File: config.mk
export PLATFORM = sky130hd
export DESIGN_NAME = pc_fetch_ctrl_flat
export DESIGN_NICKNAME = d
export VERILOG_FILES = /design/src/rtl/pc_fetch_ctrl_if.sv /design/src/rtl/pc_fetch_ctrl.sv /design/src/flat_wrapper.sv
export SDC_FILE = /design/constraint.sdc
export NUM_CORES = 1
export LEC_CHECK = 0
export ABC_AREA = 1
export CORE_ASPECT_RATIO = 1.4
export CORE_MARGIN = 2
export CORE_UTILIZATION = 43
export DETAILED_ROUTE_END_ITERATION = 7
export GPL_TIMING_DRIVEN = 0
export PLACE_DENSITY = 0.79
export SYNTH_ARGS = -nofsm -noshare
export SYNTH_HDL_FRONTEND = slang
export SYNTH_SLANG_ARGS = --single-unit
File: constraint.sdc
create_clock -name clk -period 1.7 [get_ports clk]
set_input_delay 0.255 -clock clk [delete_from_list [all_inputs] [get_ports clk]]
set_output_delay 0.255 -clock clk [all_outputs]
set_load 0.02 [all_outputs]
File: src/rtl/pc_fetch_ctrl_if.sv
// Signal bundle between the IF-stage PC sequencer and its surroundings:
// PC register, hazard unit, EX redirect, trap logic and instruction memory.
interface pc_fetch_ctrl_if;
  logic [31:0] pc;
  logic        stall_f;
  logic        redirect_valid;
  logic [31:0] redirect_pc;
  logic        trap_valid;
  logic [31:0] trap_vector;
  logic        imem_ready;
  logic [31:0] pc_next;
  logic        imem_req;
  logic        fetch_valid;
  logic        flush_d;
  logic        misaligned;

  // Environment side: supplies the PC and control requests, consumes the sequencer outputs.
  modport master (
    output pc, stall_f, redirect_valid, redirect_pc, trap_valid, trap_vector, imem_ready,
    input  pc_next, imem_req, fetch_valid, flush_d, misaligned
  );

  // Sequencer side.
  modport slave (
    input  pc, stall_f, redirect_valid, redirect_pc, trap_valid, trap_vector, imem_ready,
    output pc_next, imem_req, fetch_valid, flush_d, misaligned
  );
endinterface

File: src/rtl/pc_fetch_ctrl.sv
// IF-stage program-counter sequencer: picks pc_next from reset/trap/redirect/stall/wait/+4
// and runs the req/ready handshake with instruction memory, parking late redirects.
module pc_fetch_ctrl #(
  parameter logic [31:0] RESET_VECTOR = 32'h0000_0000,
  parameter int unsigned PC_STEP      = 4
) (
  input  logic             clk,
  input  logic             rst,
  pc_fetch_ctrl_if.slave   bus
);

  typedef enum logic [1:0] {
    BOOT       = 2'd0,
    RUN        = 2'd1,
    WAIT_MEM   = 2'd2,
    REDIR_PEND = 2'd3
  } state_e;

  localparam logic [31:0] STEP = 32'(PC_STEP);

  state_e      state_q, state_d;
  logic [31:0] pend_pc_q, pend_pc_d;

  logic [31:0] pc_seq;
  logic        redir_any;
  logic [31:0] redir_tgt;
  logic [31:0] pend_eff;

  logic [31:0] pc_next_c;
  logic        imem_req_c;
  logic        fetch_valid_c;
  logic        flush_d_c;
  logic        misaligned_c;

  // Trap beats redirect whenever both arrive together.
  assign pc_seq    = bus.pc + STEP;
  assign redir_any = bus.trap_valid | bus.redirect_valid;
  assign redir_tgt = bus.trap_valid ? bus.trap_vector : bus.redirect_pc;
  // A trap arriving in the completion cycle of a parked redirect still wins.
  assign pend_eff  = bus.trap_valid ? bus.trap_vector : pend_pc_q;

  always_ff @(posedge clk) begin
    if (rst) begin
      state_q   <= BOOT;
      pend_pc_q <= '0;
    end else begin
      state_q   <= state_d;
      pend_pc_q <= pend_pc_d;
    end
  end

  always_comb begin
    state_d       = state_q;
    pend_pc_d     = pend_pc_q;
    pc_next_c     = bus.pc;
    imem_req_c    = 1'b0;
    fetch_valid_c = 1'b0;
    flush_d_c     = 1'b0;
    misaligned_c  = 1'b0;

    if (rst) begin
      pc_next_c = RESET_VECTOR;
    end else begin
      unique case (state_q)
        BOOT: begin
          pc_next_c = RESET_VECTOR;
          state_d   = RUN;
        end

        RUN: begin
          imem_req_c = ~bus.stall_f | redir_any;
          if (redir_any) begin
            pc_next_c    = {redir_tgt[31:2], 2'b00};
            misaligned_c = |redir_tgt[1:0];
            flush_d_c    = 1'b1;
          end else if (bus.stall_f) begin
            pc_next_c = bus.pc;
          end else if (bus.imem_ready) begin
            fetch_valid_c = 1'b1;
            pc_next_c     = pc_seq;
          end else begin
            state_d = WAIT_MEM;
          end
        end

        WAIT_MEM: begin
          imem_req_c = 1'b1;
          if (redir_any) begin
            flush_d_c = 1'b1;
            if (bus.imem_ready) begin
              // Stale fetch lands now: drop its data and jump straight away.
              pc_next_c    = {redir_tgt[31:2], 2'b00};
              misaligned_c = |redir_tgt[1:0];
              state_d      = RUN;
            end else begin
              pend_pc_d = redir_tgt;
              state_d   = REDIR_PEND;
            end
          end else if (bus.imem_ready) begin
            state_d = RUN;
            if (!bus.stall_f) begin
              fetch_valid_c = 1'b1;
              pc_next_c     = pc_seq;
            end
          end
        end

        REDIR_PEND: begin
          imem_req_c = 1'b1;
          if (bus.trap_valid) begin
            pend_pc_d = bus.trap_vector;
          end
          if (bus.imem_ready) begin
            pc_next_c    = {pend_eff[31:2], 2'b00};
            misaligned_c = |pend_eff[1:0];
            state_d      = RUN;
          end
        end

        default: begin
          state_d = BOOT;
        end
      endcase
    end
  end

  assign bus.pc_next     = pc_next_c;
  assign bus.imem_req    = imem_req_c;
  assign bus.fetch_valid = fetch_valid_c;
  assign bus.flush_d     = flush_d_c;
  assign bus.misaligned  = misaligned_c;

endmodule

File: src/flat_wrapper.sv
// flat-port wrapper written by rule: the top's interface ports become plain ports
module pc_fetch_ctrl_flat 
#(
  parameter logic [31:0] RESET_VECTOR = 32'h0000_0000,
  parameter int unsigned PC_STEP      = 4
)
  (clk, rst, bus_pc, bus_stall_f, bus_redirect_valid, bus_redirect_pc, bus_trap_valid, bus_trap_vector, bus_imem_ready, bus_pc_next, bus_imem_req, bus_fetch_valid, bus_flush_d, bus_misaligned);
  pc_fetch_ctrl_if bus_i ();
  input  logic clk;
  input  logic rst;
  input wire logic [$bits(bus_i.pc)-1:0] bus_pc;
  input wire logic [$bits(bus_i.stall_f)-1:0] bus_stall_f;
  input wire logic [$bits(bus_i.redirect_valid)-1:0] bus_redirect_valid;
  input wire logic [$bits(bus_i.redirect_pc)-1:0] bus_redirect_pc;
  input wire logic [$bits(bus_i.trap_valid)-1:0] bus_trap_valid;
  input wire logic [$bits(bus_i.trap_vector)-1:0] bus_trap_vector;
  input wire logic [$bits(bus_i.imem_ready)-1:0] bus_imem_ready;
  output wire logic [$bits(bus_i.pc_next)-1:0] bus_pc_next;
  output wire logic [$bits(bus_i.imem_req)-1:0] bus_imem_req;
  output wire logic [$bits(bus_i.fetch_valid)-1:0] bus_fetch_valid;
  output wire logic [$bits(bus_i.flush_d)-1:0] bus_flush_d;
  output wire logic [$bits(bus_i.misaligned)-1:0] bus_misaligned;
  assign bus_i.pc = bus_pc;
  assign bus_i.stall_f = bus_stall_f;
  assign bus_i.redirect_valid = bus_redirect_valid;
  assign bus_i.redirect_pc = bus_redirect_pc;
  assign bus_i.trap_valid = bus_trap_valid;
  assign bus_i.trap_vector = bus_trap_vector;
  assign bus_i.imem_ready = bus_imem_ready;
  assign bus_pc_next = bus_i.pc_next;
  assign bus_imem_req = bus_i.imem_req;
  assign bus_fetch_valid = bus_i.fetch_valid;
  assign bus_flush_d = bus_i.flush_d;
  assign bus_misaligned = bus_i.misaligned;
  pc_fetch_ctrl #(.RESET_VECTOR(RESET_VECTOR), .PC_STEP(PC_STEP)) u_core (.clk(clk), .rst(rst), .bus(bus_i));
endmodule
## Word-level counts from Yosys, hierarchy flattened

Index checks and enable logic that the tools add are counted.

- Register bits after elaboration: 34
- Input port bits: 102
- Output and inout bits: 36
- Logic and storage cells: 63

- Multiplexer cells: 41
- Eq/ne operators: 8
- Reductions and logical operators: 8
- $add $sub $neg: 1
- Bitwise operators: 3

Operator list:

| kind | count |
|---|---|
| $mux 32 | 13 |
| $pmux 32 s4 | 1 |
| $pmux 32 s2 | 1 |
| $add 32x3->32 const B | 1 |
| $mux 1 | 16 |
| $mux 2 | 6 |
| $ne 2x2->1 const B | 4 |
| $pmux 2 s4 | 1 |
| $reduce_or 2->1 | 4 |
| $reduce_and 3->1 | 2 |
| $eq 2x2->1 const B | 2 |
| $pmux 1 s2 | 2 |
| $pmux 1 s3 | 1 |
| $eq 2x1->1 const B | 1 |
| $logic_not 2->1 | 1 |
| $ne 2x1->1 const B | 1 |
| $or 1x1->1 | 2 |
| $reduce_bool 2->1 | 1 |
| $not 1->1 | 1 |

## Longest topological paths before layout

- Depth after elaboration: 6
- Mapped depth: 12
- Mapped depth without buffers: 12

## Least setup slack after synthesis

OpenSTA, ideal clock, no wires.

- Path kind: reg-to-output
- Start: register u_core.state_q[0]
- End: output port bus_pc_next[30]
- Data required time: 1.445 ns
- Cell stages (with the launch flop): 7
- Setup slack: -0.276 ns
- Arrival time: 1.721 ns
- Buffers on the path: 3
- Cell sequence: dfxtp_1 -> ha_1 -> buf_2 -> clkbuf_1 -> clkbuf_1 -> o211ai_1 -> a21oi_1

- Longest elaborated chain between the ends: 3
- Elaborated cells on any way between the ends: 6
- Those cells by class: eq/ne: 3; mux: 2; reduce/logical: 1

RTL lines:

| element | RTL line | source |
|---|---|---|
| from (decl) | pc_fetch_ctrl.sv:21 | `state_e state_q, state_d;` |
| from (signal assigned) | pc_fetch_ctrl.sv:47 | `state_q <= state_d;` |
| $eq 2x2->1, or another cell as far along | pc_fetch_ctrl.sv:64 | `unique case (state_q)` |
| $pmux 32 s4 (*) | pc_fetch_ctrl.sv:64 |  |
| $mux 32 (*) | pc_fetch_ctrl.sv:61 | `if (rst) begin` |
| to (decl) | flat_wrapper.sv:18 | `output wire logic [$bits(bus_i.pc_next)-1:0] bus_pc_next;` |

Mark *: on every way between the ends. The rest lies on a longest branch, timed or not.

## Final worst setup path

- Start: input port bus_pc[2]
- End: output port bus_pc_next[12]

- Longest elaborated chain between the ends: 6
- Elaborated cells on any way between the ends: 9
- Those cells by class: add/sub: 1; mux: 8

RTL lines:

| element | RTL line | source |
|---|---|---|
| from (decl) | flat_wrapper.sv:11 | `input wire logic [$bits(bus_i.pc)-1:0] bus_pc;` |
| $add 32x3->32 (*) | pc_fetch_ctrl.sv:36 | `assign pc_seq = bus.pc + STEP;` |
| $mux 32, on equally long branches | pc_fetch_ctrl.sv:101, pc_fetch_ctrl.sv:78 |  |
| $mux 32, on equally long branches | pc_fetch_ctrl.sv:99, pc_fetch_ctrl.sv:76 |  |
| $mux 32, on equally long branches | pc_fetch_ctrl.sv:88, pc_fetch_ctrl.sv:72 |  |
| $pmux 32 s4 (*) | pc_fetch_ctrl.sv:64 |  |
| $mux 32 (*) | pc_fetch_ctrl.sv:61 |  |

Marked as above.

==> impl_metrics.py <==
metrics = {
    "outcome": {
        "status": "finished with violations",
        "violations": "negative setup slack",
    },
    "logic_synthesis": {
        "synth_area_leaders": "nand2_1 23%, dfxtp_1 16%, a21oi_1 9.5%",
        "synthArstFlopShare": 0,
        "synth_nets": 861,
        "yosysTopAreaCell": "nand2_1",
        "seq_area_frac_synth": 0.161,
        "synth_cells": 754,
        "synth_warnings": 0,
        "synth_cell_types": 45,
        "synth_top_area_share": 0.226,
        "synth_ff_type": "dfxtp_1",
        "synthTopCellsByCount": "254 x nand2_1, 80 x a21oi_1, 65 x inv_1, 49 x o21ai_0, 44 x nor2_1",
        "syn_avg_cell_area_um2": 5.60,
        "syn-cell-area_um2": 4220,
        "synth-edff-count": 0,
        "synth.most_common_cell": "nand2_1",
        "synth_seq_cells": 34,
    },
    "routing": {
        "wire_per_inst_um": 23.1,
        "drt_iter0_drc": 916,
        "antenna_left": 0,
        "via_per_inst": 6.40,
        "drt-total-wl_um": 24900,
        "post-route-drc-count": 0,
        "drt_first_pass_iters": 6,
        "vias": 6901,
    },
    "timing": {
        "fmax_ghz": 0.444,
        "setup-violations-final": 68,
        "hold_viol_final": 0,
        "fin_crit_ns": 2.25,
        "maxSlewViolCount": 0,
        "post-route-period-util": 1.33,
        "hold-worst-slack_ns": 0.436,
        "skew_ns": 0.0143,
        "fin_ws_ns": -0.553,
        "maxSlewHeadroom": 0.550,
        "rsz0062_at_grt": "true",
        "worst_pin_slew_ns": 0.676,
    },
    "clock_tree": {
        "cts_buffers": 5,
        "cts_sinks": 34,
        "path_clk_slew_ns": 0.05,
        "clk_latency_ns": 0.29,
        "htree_levels": 2,
        "clockRootBuffer": "clkbuf_16",
        "cts_tree": "yes",
        "clockBufferDepth": 2,
    },
    "critical_path": {
        "path_delay_family": "simple AND/OR/NAND/NOR gates",
        "crit_arrival_ns": 2.00,
        "cp_slowest_cell": "ha_2",
        "path_cells": "buf_2, ha_2, inv_1, nor3_4, inv_2, nor2_4, nand2_1, xnor2_1, nand2_1, a21oi_2, buf_2",
        "critPathKind": "input port to output pin",
        "setup.worst_path.end_class": "output pin",
        "cpPeakStageDelay_ns": 0.23,
        "r2r_end": "u_core.pend_pc_q[9]",
        "reg2reg_from": "u_core.state_q[0]",
        "required_ns": 1.44,
        "r2r_cells": 13,
        "timing.critical_path.buf_inv": 4,
        "reg2reg_slack_ns": -0.55,
        "crit_path_start_kind": "input port",
        "crit_fanout": 4,
    },
    "pwr": {
        "pwr-share-seq": 0.158,
        "power.total_mw": 7.85,
        "p_sw_mw": 3.80,
        "leakage_nw": 3.11,
        "p_sw_frac": 0.484,
        "pwr-share-comb": 0.717,
        "p_int_mw": 4.05,
        "pwr-share-clk": 0.125,
        "power_density_nw_per_um2": 1080,
        "ir_drop_uv": 654,
    },
    "grt": {
        "antenna_found_initial": 1,
        "grt_pass1_vias": 6534,
        "overflow": 0,
        "grt_usage": 0.430,
        "grt_pass1_wl_um": 34700,
        "grt_start_max_net_pins": 12,
    },
    "placed_design": {
        "hpwl_um": 15100,
        "dp.cells": 1021,
        "port_buffers": 135,
        "place.gp.congestion": 0.955,
    },
    "floorplanning": {
        "start_util": 0.444,
        "die_area_um2": 10600,
        "num_io_pins": 138,
        "placeableCoreArea_um2": 9510,
        "die_y_um": 121,
        "die_w_um": 87.7,
        "rows": 42,
    },
    "worst_hold_path": {
        "hp-class": "input port to flip-flop",
        "holdPathEnd": "u_core.state_q[1]",
        "hp-start": "bus_stall_f",
        "hold_depth": 4,
    },
    "run": {
        "maxCapViolations": 0,
    },
    "layout": {
        "layout.nets": 1052,
        "layout-drive-gt1-share": 0.300,
        "layoutNonFillerInstCount": 1078,
        "fin_util": 0.761,
        "diodes": 0,
        "num-fill-cells": 671,
        "area_growth_pct": 71.6,
    },
}
through the flow:
stage | setup slack (ns) | TNS, ns | instance area (µm²)
after CTS | -0.450 | -20.60 | 7020
after floorplan | -0.155 | -0.661 | 4460
after global placement | -1.29 | -44.86 | 5970
after global routing | -0.559 | -32.86 | 7240
final | -0.553 | -30.43 | 7240
after detailed placement | -1.30 | -47.08 | 5970
flip-flops by register name, indices dropped and copies added, names as in the netlist:
| register | flops |
|---|---|
| u_core.pend_pc_q | 32 |
| u_core.state_q | 2 |
cells in the final DEF, fill, tap and decap left out, types with 7 or more instances in the layout:
cell / instances
a21oi_1: 53
a21oi_2: 22
a21oi_4: 7
a31oi_1: 24
buf_2: 23
buf_4: 47
buf_6: 29
clkbuf_16: 9
clkdlybuf4s50_1: 74
dfxtp_1: 32
dlygate4sd2_1: 9
inv_1: 55
inv_4: 7
nand2_1: 242
nand2_2: 13
nand3_1: 21
nand4_1: 9
nor2_1: 34
nor2_2: 9
nor2_4: 15
nor3_1: 7
o211ai_1: 17
o21ai_0: 26
o21ai_1: 35
o221ai_2: 9
tightest hold or removal path, stage by stage:
cell and delay [ns]:
buf_2 0.11, o31ai_1 0.12, a21oi_1 0.14, a311oi_1 0.05
kinds of logic after synthesis:
kind of cell               share of synthesized area
AOI/OAI and AO/OA                              0.302
xor gates and xnor gates                      0.0104
adders and majority gates                     0.0148
buffers and inverters                          0.114
DFF                                            0.161
and+or+nand+nor                                0.398
power groups by stage:
stage / sequential, mW / combinational (mW) / clock (mW)
floorplan: 1.17 / 2.35 / 0
global placement: 1.19 / 3.56 / 0
detailed placement: 1.20 / 3.62 / 0
CTS: 1.21 / 4.90 / 0.950
global route: 1.25 / 5.85 / 1.01
finish: 1.24 / 5.63 / 0.984
layer usage:
metal  routed length [µm]  global-route usage  part of all wire
met5                   13                   0           0.00052
met1                 8050               0.474              0.32
met4                 2400               0.353             0.096
met3                 3040               0.110              0.12
met2                11400               0.681              0.46
how the worst max path moves through the flow:
| stage | startpoint | endpoint | cells past startpoint |
|---|---|---|---|
| 6_report | bus_pc[2] | bus_pc_next[12] | 11 |
| 5_1_grt | bus_pc[2] | bus_pc_next[12] | 11 |
| 4_1_cts | u_core.state_q[0] | bus_pc_next[23] | 10 |
| 3_5_place_dp | bus_pc[2] | bus_pc_next[28] | 11 |
| 3_3_place_gp | bus_pc[2] | bus_pc_next[28] | 11 |
| 2_1_floorplan | u_core.state_q[1] | bus_pc_next[30] | 6 |
area by class of cell:
cell class / count / area, µm² / area share
sequential: 34 / 688 / 0.0951
inverter: 74 / 328 / 0.0453
timing repair buffer: 185 / 1810 / 0.250
clock inverter: 2 / 12.5 / 0.00173
tap: 132 / 165 / 0.0228
clock buffer: 6 / 139 / 0.0192
buffer: 40 / 382 / 0.0527
multi-input combinational: 605 / 3720 / 0.513
repair_timing:
action | in CTS | in global routing
setup buffers | 35 | 9
setup endpoints to repair | 68 | 68
pin swaps | 48 | 18
gates cloned | 4 | 2
hold buffers | 0 | 0
gates resized for setup | 408 | 35
Note: power is estimated with default switching activity, not from simulation.
